==> config.mk <==
export PLATFORM = sky130hd
export DESIGN_NAME = myocontrol_spi_slave
export DESIGN_NICKNAME = d
export VERILOG_FILES = /design/src/rtl/myocontrol_pkg.sv /design/src/rtl/myocontrol_sync_edge.sv /design/src/rtl/myocontrol_spi_slave.sv
export SDC_FILE = /design/constraint.sdc
export NUM_CORES = 1
export LEC_CHECK = 0
export ABC_AREA = 1
export BUFFER_PORTS_ARGS = -buffer_cell sky130_fd_sc_hd__buf_2
export CORE_MARGIN = 2
export CORE_UTILIZATION = 55
export CTS_BUF_LIST = sky130_fd_sc_hd__clkbuf_16
export DETAILED_ROUTE_END_ITERATION = 10
export GPL_TIMING_DRIVEN = 0
export PLACE_DENSITY = 0.83
export SLEW_MARGIN = 20
export SYNTH_ARGS = -nofsm -noshare
export SYNTH_HDL_FRONTEND = slang
export SYNTH_HIERARCHICAL = 1
export SYNTH_SLANG_ARGS = --single-unit
==> constraint.sdc <==
create_clock -name clock -period 1.8 [get_ports clock]
set_input_delay 0.45 -clock clock [delete_from_list [all_inputs] [get_ports clock]]
set_output_delay 0.45 -clock clock [all_outputs]
set_load 0.01 [all_outputs]
==> src/rtl/myocontrol_pkg.sv <==
// Shared definitions for the myocontrol SPI slave: FSM state type, parameter
// defaults and the levels the input synchronizers hold while the bus is idle.
package myocontrol_pkg;

   typedef enum logic [1:0] {
      ST_IDLE  = 2'd0,
      ST_LOAD  = 2'd1,
      ST_SHIFT = 2'd2,
      ST_DONE  = 2'd3
   } state_e;

   localparam int WORD_BITS_DEF   = 16;
   localparam int FRAME_WORDS_DEF = 12;

   localparam logic SCK_IDLE  = 1'b0;
   localparam logic SS_N_IDLE = 1'b1;
   localparam logic MOSI_IDLE = 1'b0;

endpackage : myocontrol_pkg

==> src/rtl/myocontrol_sync_edge.sv <==
// Multi-flop synchronizer for one asynchronous input, with single-cycle
// rise/fall strobes derived from the synchronized level.
module myocontrol_sync_edge #(
   parameter int   STAGES     = 2,
   parameter logic IDLE_LEVEL = 1'b0
) (
   input  logic clock,
   input  logic reset,
   input  logic async_i,
   output logic level_o,
   output logic rise_o,
   output logic fall_o
);

   logic [STAGES-1:0] sync_q;
   logic              prev_q;

   always_ff @(posedge clock) begin
      if (reset) begin
         sync_q <= {STAGES{IDLE_LEVEL}};
         prev_q <= IDLE_LEVEL;
      end else begin
         sync_q <= (sync_q << 1) | STAGES'(async_i);
         prev_q <= sync_q[STAGES-1];
      end
   end

   // Strobes are combinational so the consumer acts one cycle sooner, which
   // keeps miso inside the half sck period at the minimum clock ratio.
   assign level_o = sync_q[STAGES-1];
   assign rise_o  = sync_q[STAGES-1] & ~prev_q;
   assign fall_o  = ~sync_q[STAGES-1] & prev_q;

endmodule : myocontrol_sync_edge

==> src/rtl/myocontrol_spi_slave.sv <==
// SPI mode-1 (CPOL=0, CPHA=1, MSB first) slave for the myocontrol bus, framed by ss_n.
// Define MYOCONTROL_SLAVE_FRAME_CHECK_EN to flag frames whose word count differs from FRAME_WORDS.
module myocontrol_spi_slave
   import myocontrol_pkg::*;
#(
   parameter int WORD_BITS   = WORD_BITS_DEF,
   parameter int SYNC_STAGES = 2,
   parameter int FRAME_WORDS = FRAME_WORDS_DEF
) (
   input  logic                 clock,
   input  logic                 reset,
   input  logic                 sck,
   input  logic                 ss_n,
   input  logic                 mosi,
   output logic                 miso,
   output logic                 miso_oe,
   output logic [WORD_BITS-1:0] rx_data,
   output logic                 rx_valid,
   input  logic [WORD_BITS-1:0] tx_data,
   output logic                 tx_load,
   output logic                 frame_active,
   output logic                 frame_done,
   output logic                 frame_error,
   output logic [7:0]           word_count
);

   localparam int              CNT_W    = (WORD_BITS > 1) ? $clog2(WORD_BITS) : 1;
   localparam logic [CNT_W-1:0] LAST_BIT = CNT_W'(WORD_BITS - 1);

`ifdef MYOCONTROL_SLAVE_FRAME_CHECK_EN
   localparam bit FRAME_CHECK_EN = 1'b1;
`else
   localparam bit FRAME_CHECK_EN = 1'b0;
`endif

   logic sck_rise, sck_fall;
   logic ss_rise, ss_fall, ss_level;
   logic mosi_s;

   myocontrol_sync_edge #(.STAGES(SYNC_STAGES), .IDLE_LEVEL(SCK_IDLE)) u_sync_sck (
      .clock(clock), .reset(reset), .async_i(sck),
      .level_o(), .rise_o(sck_rise), .fall_o(sck_fall)
   );

   myocontrol_sync_edge #(.STAGES(SYNC_STAGES), .IDLE_LEVEL(SS_N_IDLE)) u_sync_ss_n (
      .clock(clock), .reset(reset), .async_i(ss_n),
      .level_o(ss_level), .rise_o(ss_rise), .fall_o(ss_fall)
   );

   myocontrol_sync_edge #(.STAGES(SYNC_STAGES), .IDLE_LEVEL(MOSI_IDLE)) u_sync_mosi (
      .clock(clock), .reset(reset), .async_i(mosi),
      .level_o(mosi_s), .rise_o(), .fall_o()
   );

   state_e               state_q;
   logic [CNT_W-1:0]     bit_cnt_q, bit_cnt_d;
   logic [7:0]           word_count_q, word_count_d;
   logic [WORD_BITS-1:0] tx_shift_q, rx_shift_q, rx_data_q, rx_word;
   logic                 miso_q, rx_valid_q, tx_load_q, frame_active_q;
   logic                 frame_done_q, frame_error_q;
   logic                 word_end;

   assign rx_word = {rx_shift_q[WORD_BITS-2:0], mosi_s};

   // Counters after this cycle's sck edge; the ss_n decision looks at these
   // so a simultaneous final edge and deselect still ends the frame cleanly.
   always_comb begin
      // NOTE: every signal gets a default first so no latch can be inferred.
      word_end     = (state_q == ST_SHIFT) && sck_fall && (bit_cnt_q == LAST_BIT);
      bit_cnt_d    = bit_cnt_q;
      word_count_d = word_count_q;
      if ((state_q == ST_SHIFT) && sck_fall) begin
         bit_cnt_d = word_end ? '0 : bit_cnt_q + 1'b1;
      end
      if (word_end && (word_count_q != 8'hFF)) begin
         word_count_d = word_count_q + 8'd1;
      end
   end

   always_ff @(posedge clock) begin
      if (reset) begin
         state_q        <= ST_IDLE;
         bit_cnt_q      <= '0;
         word_count_q   <= '0;
         tx_shift_q     <= '0;
         rx_shift_q     <= '0;
         rx_data_q      <= '0;
         miso_q         <= 1'b0;
         rx_valid_q     <= 1'b0;
         tx_load_q      <= 1'b0;
         frame_active_q <= 1'b0;
         frame_done_q   <= 1'b0;
         frame_error_q  <= 1'b0;
      end else begin
         // NOTE: non-blocking throughout, so every branch reads pre-edge values.
         rx_valid_q    <= 1'b0;
         tx_load_q     <= 1'b0;
         frame_done_q  <= 1'b0;
         frame_error_q <= 1'b0;

         unique case (state_q)
            ST_IDLE: begin
               miso_q <= 1'b0;
               if (ss_fall) begin
                  state_q        <= ST_LOAD;
                  frame_active_q <= 1'b1;
                  tx_load_q      <= 1'b1;
               end
            end

            ST_LOAD: begin
               tx_shift_q   <= tx_data;
               bit_cnt_q    <= '0;
               word_count_q <= '0;
               state_q      <= ST_SHIFT;
            end

            ST_SHIFT: begin
               if (sck_rise) begin
                  miso_q     <= tx_shift_q[WORD_BITS-1];
                  tx_shift_q <= tx_shift_q << 1;
               end
               if (sck_fall) begin
                  rx_shift_q <= rx_word;
               end
               if (word_end) begin
                  rx_data_q  <= rx_word;
                  rx_valid_q <= 1'b1;
                  tx_load_q  <= 1'b1;
                  tx_shift_q <= tx_data;
               end
               bit_cnt_q    <= bit_cnt_d;
               word_count_q <= word_count_d;

               if (ss_rise && ss_level) begin
                  frame_active_q <= 1'b0;
                  miso_q         <= 1'b0;
                  if (bit_cnt_d == '0) begin
                     state_q       <= ST_DONE;
                     frame_done_q  <= 1'b1;
                     frame_error_q <= FRAME_CHECK_EN && (word_count_d != 8'(FRAME_WORDS));
                  end else begin
                     state_q       <= ST_IDLE;
                     frame_error_q <= 1'b1;
                  end
               end
            end

            ST_DONE: state_q <= ST_IDLE;

            default: state_q <= ST_IDLE;
         endcase
      end
   end

   assign miso         = miso_q;
   assign miso_oe      = frame_active_q;
   assign rx_data      = rx_data_q;
   assign rx_valid     = rx_valid_q;
   assign tx_load      = tx_load_q;
   assign frame_active = frame_active_q;
   assign frame_done   = frame_done_q;
   assign frame_error  = frame_error_q;
   assign word_count   = word_count_q;

endmodule : myocontrol_spi_slave

==> impl_results.md, run 1 <==
* Critical path class: register to register
* Post-detailed-route count of antenna-violating nets at 0
* CTS Sinks at 75
* Flop pwr share at 40.4%
* Root Buffer Master: clkbuf_16
* CP Capture Type: register
* Required time worst endpoint at 2.02 ns
* Setup-failing EPs final at 0
* Design Area, Final at 0.003950 sq mm
* Run status: finished clean
* Clock transition at path regs at 0.06 ns
* Cell-internal power at 3.354 mW
* Register-to-register setup slack at 0.09 ns
* Placed cell count at 567
* DRC violations left at 0
* Placement Cell Area at 0.003566 sq mm
* P per Cell Area at 1227 mW/mm^2
* Area growth, synth to finish at 22.65%
* NetSw at 1.490 mW
* CTS tree: yes
* Slew HR at 67.11%
* Nets at 539
* Clk pwr share at 35.9%
* Vias in the first global route at 2601
* DR pass1 iterations at 5
* Diodes inserted at 0
* HP Class: primary input to register
* Vias per Instance at 5.044
* Syn Area/Cell at 7.254 sq um
* VDD IR max at 0.8170 mV
* Ports at 52
* Crit path max fanout at 10
* Comb power frac at 23.7%
* Number of I/O port buffers at 51
* Cells after Synth at 444
* Tot GR Track Use at 22.00%
* Fmax at 0.5846 GHz
* Worst-path cell chain: inv_2 -> ha_4 -> buf_6 -> nand3_4 -> nor2_4 -> o21ai_4 -> nand2_4 -> inv_4 -> buf_6 -> nor2_1 -> nor2_1
* CTS Buffer Depth at 2
* Worst-Skew Late Latency at 0.33 ns
* Core area at 0.005574 sq mm
* Initial Utilization at 57.78%
* Routability cong. at 0.8248
* End of the critical path: tx_shift_q[5]$_SDFFE_PP0P_
* Hold Buf Count CTS at 0
* Period utilisation layout at 95.03%
* Proportion of layout cells with a drive suffix above 1 at 20.89%
* Grt total ovfl at 0
* Starting DRT DRC Count at 179
* Inserted Clock Buffers at 9
* Final Hold Fails at 0
* Number of max-cap violations at 0
* Total power at 4.845 mW
* Max-slew violation total from the final report at 0
* Die H at 80.52 um
* Finished Layout Cells at 589
* FP Rows at 27
* Leakage power at 1.903 nW
* Clock Skews at 0.003903 ns
* Type of origin of the critical path: register
* Worst Max-Slew Pin Slew at 0.4933 ns
* Post-Syn Area at 0.003221 sq mm
* Vias at 2971
* Mapped Nets at 471
* Largest net degree at the start of global routing at 14
* Crit. Startpoint: state_q[0]$_SDFFE_PP0P_
* Chip width at 80.52 um
* First-pass GRT wire length at 11070 um
* Initial antenna violation count at 0
* Worst path slowest cell: dfxtp_2
* Final WL at 6858 um
* Final min period at 1.710 ns
* Crit path DAT at 1.93 ns
* Die area at 0.006483 sq mm
* Max H-tree Level at 3
* Routed len/inst at 11.64 um
* DP HPWL at 4502 um
* CP max stage delay at 0.33 ns
* Syn. warnings at 6
* R2R depth at 11
* R2r endpoint: tx_shift_q[5]$_SDFFE_PP0P_
* Reg2reg start: state_q[0]$_SDFFE_PP0P_
* Net Sw Frac at 30.76%
[per-layer routing]
metal	wire [um]	part of all wire [%]	global-route usage [%]
met3	413	6.0	3.933
met2	3200	47	36.08
met4	164	2.4	10.85
met5	0	0	0
met1	3080	45	27.77
[state kept, by name (all words and copies together) (netlist names)]
| register | cells |
|---|---|
| rx_data | 16 |
| tx_shift_q | 16 |
| rx_shift_q | 15 |
| word_count | 8 |
| bit_cnt_q | 4 |
| state_q | 2 |
| u_sync_mosi/sync_q | 2 |
| u_sync_sck/sync_q | 2 |
| u_sync_ss_n/sync_q | 2 |
| frame_active | 1 |
| frame_done | 1 |
| frame_error | 1 |
| miso | 1 |
| rx_valid | 1 |
| tx_load | 1 |
| u_sync_sck/prev_q | 1 |
| u_sync_ss_n/prev_q | 1 |
[repair_timing]
item / CTS / global route
gates cloned: 0 / 1
endpoints found under the hold margin: 0 / 0
resized for setup: 0 / 15
setup endpoints to repair: 10 / 40
setup buffers: 2 / 3
pin swaps: 1 / 2
[layout by cell type (no fill, tap or decap), drive strengths merged]
cell type    n
buf         68
clkbuf      17
a2bb2oi      1
inv         33
dfxtp       75
nand3       15
a211oi       1
clkinvlp     2
clkinv       4
ha           6
o211ai       1
nand2       95
o21ai       56
nor3         2
bufinv       1
a21oi       17
nand4        3
xnor2        1
nor2       119
[worst min-delay path by stage]
stage                                     startpoint                                to  slack [ns]  depth (start not counted)
global placement     u_sync_sck/sync_q[0]$_SDFF_PP0_   u_sync_sck/sync_q[1]$_SDFF_PP0_        0.40                          2
finish                                          ss_n  u_sync_ss_n/sync_q[0]$_SDFF_PP1_        0.29                          3
CTS                                             ss_n  u_sync_ss_n/sync_q[0]$_SDFF_PP1_        0.29                          3
detailed placement   u_sync_sck/sync_q[0]$_SDFF_PP0_   u_sync_sck/sync_q[1]$_SDFF_PP0_        0.39                          2
floorplan           u_sync_ss_n/sync_q[0]$_SDFF_PP1_  u_sync_ss_n/sync_q[1]$_SDFF_PP1_        0.39                          2
global route                                    ss_n  u_sync_ss_n/sync_q[0]$_SDFF_PP1_        0.31                          3
[power by group through the flow]
stage                     Combinational, mW  Clock [mW]  Sequential [mW]
final                                  1.15        1.74             1.96
after global routing                   1.29        1.83             1.98
after CTS                              1.08        1.76             1.95
after detailed placement               1.06           0             1.98
after global placement                 1.03           0             1.98
after floorplan                       0.844           0             1.96
[critical path, delay by kind of cell (launching register included)]
kind,cells,cell delay [ns]
flip-flops,1,0.33
buffers and inverters,4,0.43
AND/OR/NAND/NOR,5,0.60
AO/OA/AOI/OAI,1,0.09
adder cells (fa/ha/maj),1,0.13
[cell type report]
type                            count  area, sq um
Multi-Input combinational cell    317         1503
Clock buffer                        9        225.2
Fill cell                         452         1624
Inverter                           33        131.4
Tap cell                           72        90.09
Timing Repair Buffer               57        297.8
Buffer                             19        131.4
Sequential cell                    75         1503
Clock inverter                      7        68.82
[metrics by stage]
stage	hold WS (ns)	setup TNS [ns]	worst slack, ns	util, %
3_5_place_dp	0.3927	-0.04997	-0.02183	63.97
6_report	0.2896	0	0.08953	70.86
5_1_grt	0.3067	-0.01075	-0.01075	70.86
3_3_place_gp	0.3953	0	0.01297	63.97
4_1_cts	0.2881	0	0.01639	69.52
2_1_floorplan	0.3867	0	0.2344	-
(Power assumes the default switching activity.)
==> inputs of run 2 (changes only) <==
--- a/config.mk
+++ b/config.mk
@@ -7,8 +7,10 @@
 export LEC_CHECK = 0
 export ABC_AREA = 1
 export BUFFER_PORTS_ARGS = -buffer_cell sky130_fd_sc_hd__buf_2
+export CELL_PAD_IN_SITES_DETAIL_PLACEMENT = 1
+export CELL_PAD_IN_SITES_GLOBAL_PLACEMENT = 1
 export CORE_MARGIN = 2
-export CORE_UTILIZATION = 55
+export CORE_UTILIZATION = 40
 export CTS_BUF_LIST = sky130_fd_sc_hd__clkbuf_16
 export DETAILED_ROUTE_END_ITERATION = 10
 export GPL_TIMING_DRIVEN = 0
==> impl_results.md, run 2 (synthesis gave the netlist of run 1 again) <==
* Run status: finished clean
* Inserted Clock Buffers at 9
* CP Capture Type: register
* R2R depth at 11
* VDD IR max at 0.6359 mV
* Leakage power at 1.925 nW
* Hold path start: ss_n
* Vias at 3045
* Nets at 541
* Vias per Instance at 4.903
* Die H at 93.73 um
* Commonest non-fill, non-tap cell in the layout: nor2_1
* Grt total ovfl at 0
* Comb power frac at 24.8%
* Chip width at 93.73 um
* HP Class: primary input to register
* DRC violations left at 0
* CTS tree: yes
* Hold EP: u_sync_ss_n/sync_q[0]$_SDFF_PP1_
* Worst-Skew Late Latency at 0.34 ns
* R2r endpoint: tx_shift_q[10]$_SDFFE_PP0P_
* FP Rows at 32
* Initial antenna violation count at 0
* Reg2reg start: state_q[0]$_SDFFE_PP0P_
* Register-to-register setup slack at 0.04 ns
* DP HPWL at 5701 um
* Clock Skews at 0.007053 ns
* Fmax at 0.5668 GHz
* Final WL at 8856 um
* Routability cong. at 0.8050
* RSZ-0062 raised after global routing: yes
* Largest net degree at the start of global routing at 15
* Finished Layout Cells at 621
* DR pass1 iterations at 4
* Tot GR Track Use at 20.87%
* Critical path class: register to register
* CP max stage delay at 0.33 ns
* Most frequent cells in the layout: nor2_1 (113), nand2_1 (90), dfxtp_1 (73)
* Worst Max-Slew Pin Slew at 0.5561 ns
* Net Sw Frac at 32.06%
* Flop pwr share at 37.5%
* Post-detailed-route count of antenna-violating nets at 0
* CTS Sinks at 75
* Core area at 0.007767 sq mm
* Area growth, synth to finish at 25.06%
* NetSw at 1.681 mW
* Proportion of layout cells with a drive suffix above 1 at 21.58%
* Root Buffer Master: clkbuf_16
* Crit path DAT at 1.99 ns
* Number of I/O port buffers at 51
* First-pass GRT wire length at 14260 um
* Placed cell count at 597
* Type of origin of the critical path: register
* Crit path max fanout at 10
* Starting DRT DRC Count at 83
* Clock transition at path regs at 0.06 ns
* Setup-failing EPs final at 0
* Clk pwr share at 37.7%
* Vias in the first global route at 3019
* Final Hold Fails at 0
* Max-slew violation total from the final report at 0
* Hold depth at 3
* Cell-internal power at 3.562 mW
* Worst path slowest cell: dfxtp_2
* Initial Utilization at 41.46%
* Max H-tree Level at 3
* CTS Buffer Depth at 2
* Diodes inserted at 0
* Worst-path cell chain: inv_2 -> ha_1 -> buf_6 -> nand3_4 -> nor2_4 -> o21ai_4 -> nand2_4 -> inv_4 -> buf_6 -> nor2_1 -> nor2_1
* Period utilisation layout at 98.01%
* Number of max-cap violations at 0
* Routed len/inst at 14.26 um
* Die area at 0.008785 sq mm
* Ports at 52
* Required time worst endpoint at 2.03 ns
* P per Cell Area at 1302 mW/mm^2
* Setup TNS at 0 ns
* Slew HR at 62.93%
* Final min period at 1.764 ns
## run 2: cell types whose count changed in the layout (fill, tap and decap cells not counted), moves of 2 or more
| cell | delta |
|---|---|
| o21ai_1 | +2 |
| o21ai_0 | -2 |
| buf_4 | +2 |
| inv_6 | +2 |
| clkinv_2 | -2 |
## run 2: metrics by stage
step | util (%) | instance area [sq um] | power [mW] | worst slack (ns) | hold WS, ns
4_1_cts | 50.69 | 3938 | 5.115 | 0.006040 | 0.2816
2_1_floorplan | - | 3221 | 2.805 | 0.2344 | 0.3867
6_report | 51.85 | 4028 | 5.243 | 0.03582 | 0.2827
3_3_place_gp | 46.39 | 3603 | 3.044 | -0.02913 | 0.3957
3_5_place_dp | 46.39 | 3603 | 3.106 | -0.09864 | 0.3988
5_1_grt | 51.85 | 4028 | 5.522 | -0.06207 | 0.3006
## run 2: power groups by stage
stage | clock [mW] | combinational [mW] | sequential [mW]
5_1_grt | 2.09 | 1.44 | 1.99
3_3_place_gp | 0 | 1.07 | 1.98
3_5_place_dp | 0 | 1.12 | 1.99
4_1_cts | 1.99 | 1.16 | 1.96
2_1_floorplan | 0 | 0.844 | 1.96
6_report | 1.97 | 1.30 | 1.97
## run 2: per-layer routing
layer,vias to the layer above,track usage (%),part of all wire (%)
met5,-,0,0
met4,0,7.126,1.0
met3,8,4.655,3.5
met2,53,36.01,51
met1,1435,25.60,45
li1,1549,-,-
## run 2: worst max path at each step
stage / startpoint / end / cells past startpoint
2_1_floorplan: state_q[0]$_SDFFE_PP0P_ / tx_shift_q[10]$_SDFFE_PP0P_ / 10
3_3_place_gp: state_q[0]$_SDFFE_PP0P_ / tx_shift_q[7]$_SDFFE_PP0P_ / 11
3_5_place_dp: state_q[0]$_SDFFE_PP0P_ / tx_shift_q[5]$_SDFFE_PP0P_ / 11
4_1_cts: state_q[0]$_SDFFE_PP0P_ / tx_shift_q[12]$_SDFFE_PP0P_ / 13
5_1_grt: state_q[0]$_SDFFE_PP0P_ / tx_shift_q[11]$_SDFFE_PP0P_ / 13
6_report: state_q[0]$_SDFFE_PP0P_ / tx_shift_q[10]$_SDFFE_PP0P_ / 11
## run 2: timing repair
action	in CTS	in global routing
setup endpoints to repair	35	40
resized for setup	3	15
pin swaps	1	2
hold buffers	0	0
buffers inserted	1	7
## run 2: critical path, delay by kind of cell, from the launching register on
family	cells	cell delay, ns
compound gates	1	0.08
fa+ha+maj	1	0.17
simple gates	5	0.61
flops	1	0.33
buf+inv	4	0.46
## run 2: cell type report
type / count / area (sq um)
multi-input cells: 317 / 1493
inverters: 33 / 131.4
clock inverters: 7 / 98.84
well taps: 102 / 127.6
clock buffers: 9 / 225.2
plain buffers: 19 / 132.6
repair buffers: 59 / 315.3
fillers: 1038 / 3740
flip-flops and latches: 75 / 1504
==> inputs of run 3 (changes only) <==
--- a/config.mk
+++ b/config.mk
@@ -9,7 +9,7 @@
 export BUFFER_PORTS_ARGS = -buffer_cell sky130_fd_sc_hd__buf_2
 export CELL_PAD_IN_SITES_DETAIL_PLACEMENT = 1
 export CELL_PAD_IN_SITES_GLOBAL_PLACEMENT = 1
-export CORE_MARGIN = 2
+export CORE_MARGIN = 8
 export CORE_UTILIZATION = 40
 export CTS_BUF_LIST = sky130_fd_sc_hd__clkbuf_16
 export DETAILED_ROUTE_END_ITERATION = 10
==> impl_results.md, run 3 (synthesis gave the netlist of run 1 again) <==
* CTS Sinks at 75
* Leakage power at 1.940 nW
* Final WL at 9166 um
* Number of I/O port buffers at 51
* Period utilisation layout at 94.63%
* Area growth, synth to finish at 26.03%
* Setup-failing EPs final at 0
* CTS Buffer Depth at 2
* Crit path DAT at 1.93 ns
* Proportion of layout cells with a drive suffix above 1 at 21.69%
* Run status: finished clean
* Number of max-cap violations at 0
* Largest net degree at the start of global routing at 16
* Reg2reg start: state_q[0]$_SDFFE_PP0P_
* Fmax at 0.5871 GHz
* CP Capture Type: register
* Design Area, Final at 0.004059 sq mm
* Fill cells at 1019
* Reg area at 0.001504 sq mm
* Chip width at 105.7 um
* R2r endpoint: word_count[5]$_SDFFE_PP0P_
* Diodes inserted at 0
* Tot GR Track Use at 16.38%
* Initial antenna violation count at 0
* Commonest non-fill, non-tap cell in the layout: nor2_1
* Clock transition at path regs at 0.06 ns
* Placement Cell Area at 0.003603 sq mm
* Required time worst endpoint at 2.03 ns
* Type of origin of the critical path: register
* Total power at 5.082 mW
* Grt total ovfl at 0
* Die H at 105.7 um
* Routability cong. at 0.7993
* Core area at 0.007767 sq mm
* Final Hold Fails at 0
* Worst Max-Slew Pin Slew at 0.6239 ns
* Routed len/inst at 14.71 um
* Root Buffer Master: clkbuf_16
* RSZ-0062 raised after global routing: no
* Register-to-register setup slack at 0.1 ns
* DR pass1 iterations at 4
* Clock Skews at 0.007010 ns
* Post-detailed-route count of antenna-violating nets at 0
* Inserted Clock Buffers at 9
* HP Class: primary input to register
* Vias per Instance at 4.925
* Vias in the first global route at 3208
* Hold depth at 3
* Initial Utilization at 41.46%
* Vias at 3068
* DRC violations left at 0
* FP Rows at 32
* R2R depth at 11
* Ports at 52
* Critical path class: register to register
* Hold EP: u_sync_ss_n/sync_q[0]$_SDFF_PP1_
* VDD IR max at 0.6330 mV
* Max-slew violation total from the final report at 0
* Multi-input logic area at 0.001513 sq mm
* Max H-tree Level at 3
* Final min period at 1.703 ns
* Nets at 543
* Most frequent cells in the layout: nor2_1 (116), nand2_1 (89), dfxtp_1 (73)
* DP HPWL at 6163 um
* Hold_ws at 0.2902 ns
* Die area at 0.01118 sq mm
* Slew HR at 58.41%
* Hold path start: ss_n
* P per Cell Area at 1252 mW/mm^2
* CTS tree: yes
* Hold Buf Count CTS at 0
* First-pass GRT wire length at 15120 um
* Crit path max fanout at 7
* Starting DRT DRC Count at 71
* Worst-Skew Late Latency at 0.34 ns
run 3: changes by cell type in the layout (fill, tap and decap cells not counted), moves of 2 or more:
cell,change
nor2_1,+3
nor2_2,-3
o21ai_0,-2
o21ai_1,+2
run 3: worst max path at each step:
stage	slack, ns	from	to
2_1_floorplan	0.23	state_q[0]$_SDFFE_PP0P_	tx_shift_q[10]$_SDFFE_PP0P_
3_3_place_gp	-0.03	state_q[0]$_SDFFE_PP0P_	tx_shift_q[8]$_SDFFE_PP0P_
3_5_place_dp	-0.15	state_q[0]$_SDFFE_PP0P_	rx_data[12]$_SDFFE_PP0P_
5_1_grt	0.001	u_sync_sck/prev_q$_SDFF_PP0_	state_q[1]$_SDFFE_PP0P_
6_report	0.1	state_q[0]$_SDFFE_PP0P_	word_count[5]$_SDFFE_PP0P_
4_1_cts	0.006	state_q[0]$_SDFFE_PP0P_	tx_shift_q[6]$_SDFFE_PP0P_
run 3: final cells by class:
type	count	share of cell area, %
plain buffers	19	3.545
clock buffers	9	5.549
clock inverters	7	2.065
inverters	33	3.237
multi-input cells	317	37.27
flip-flops and latches	75	37.05
well taps	102	3.144
repair buffers	61	8.138
run 3: per-layer routing:
layer | global-route usage, % | vias up | routed length [um]
met3 | 3.289 | 19 | 290
li1 | - | 1546 | -
met2 | 27.21 | 52 | 4456
met5 | 0 | - | 0
met1 | 19.76 | 1451 | 4210
met4 | 7.940 | 0 | 208
run 3: where the power goes:
group	internal, mW	total, mW	switching [mW]
Sequential	1.86	1.96	0.105
Combinational	0.485	1.26	0.778
Clock	1.10	1.85	0.757
run 3: critical path, cell delays in order, from the launching register on:
cell     delay [ns]
dfxtp_2        0.33
inv_2          0.10
ha_4           0.15
buf_8          0.12
nand3_4        0.10
nor2_4         0.23
nand2_2        0.12
nand2_4        0.11
buf_6          0.13
nand3_1        0.08
nand2_1        0.09
nor2_1         0.04
run 3: what timing repair did:
action                     in CTS  in global routing
buffers inserted                3                  6
gates cloned                    0                  1
setup endpoints to repair      34                 45
gates resized for setup         4                 20
pin swaps                       2                  3
run 3: metrics by stage:
stage / instances / utilization [%] / TNS [ns] / setup slack, ns
finish: 623 / 52.26 / 0 / 0.09657
global route: 623 / 52.26 / 0 / 0.001078
detailed placement: 597 / 46.39 / -1.827 / -0.1467
floorplan: 444 / - / 0 / 0.2344
CTS: 616 / 50.72 / 0 / 0.005576
global placement: 597 / 46.39 / -0.2545 / -0.03109
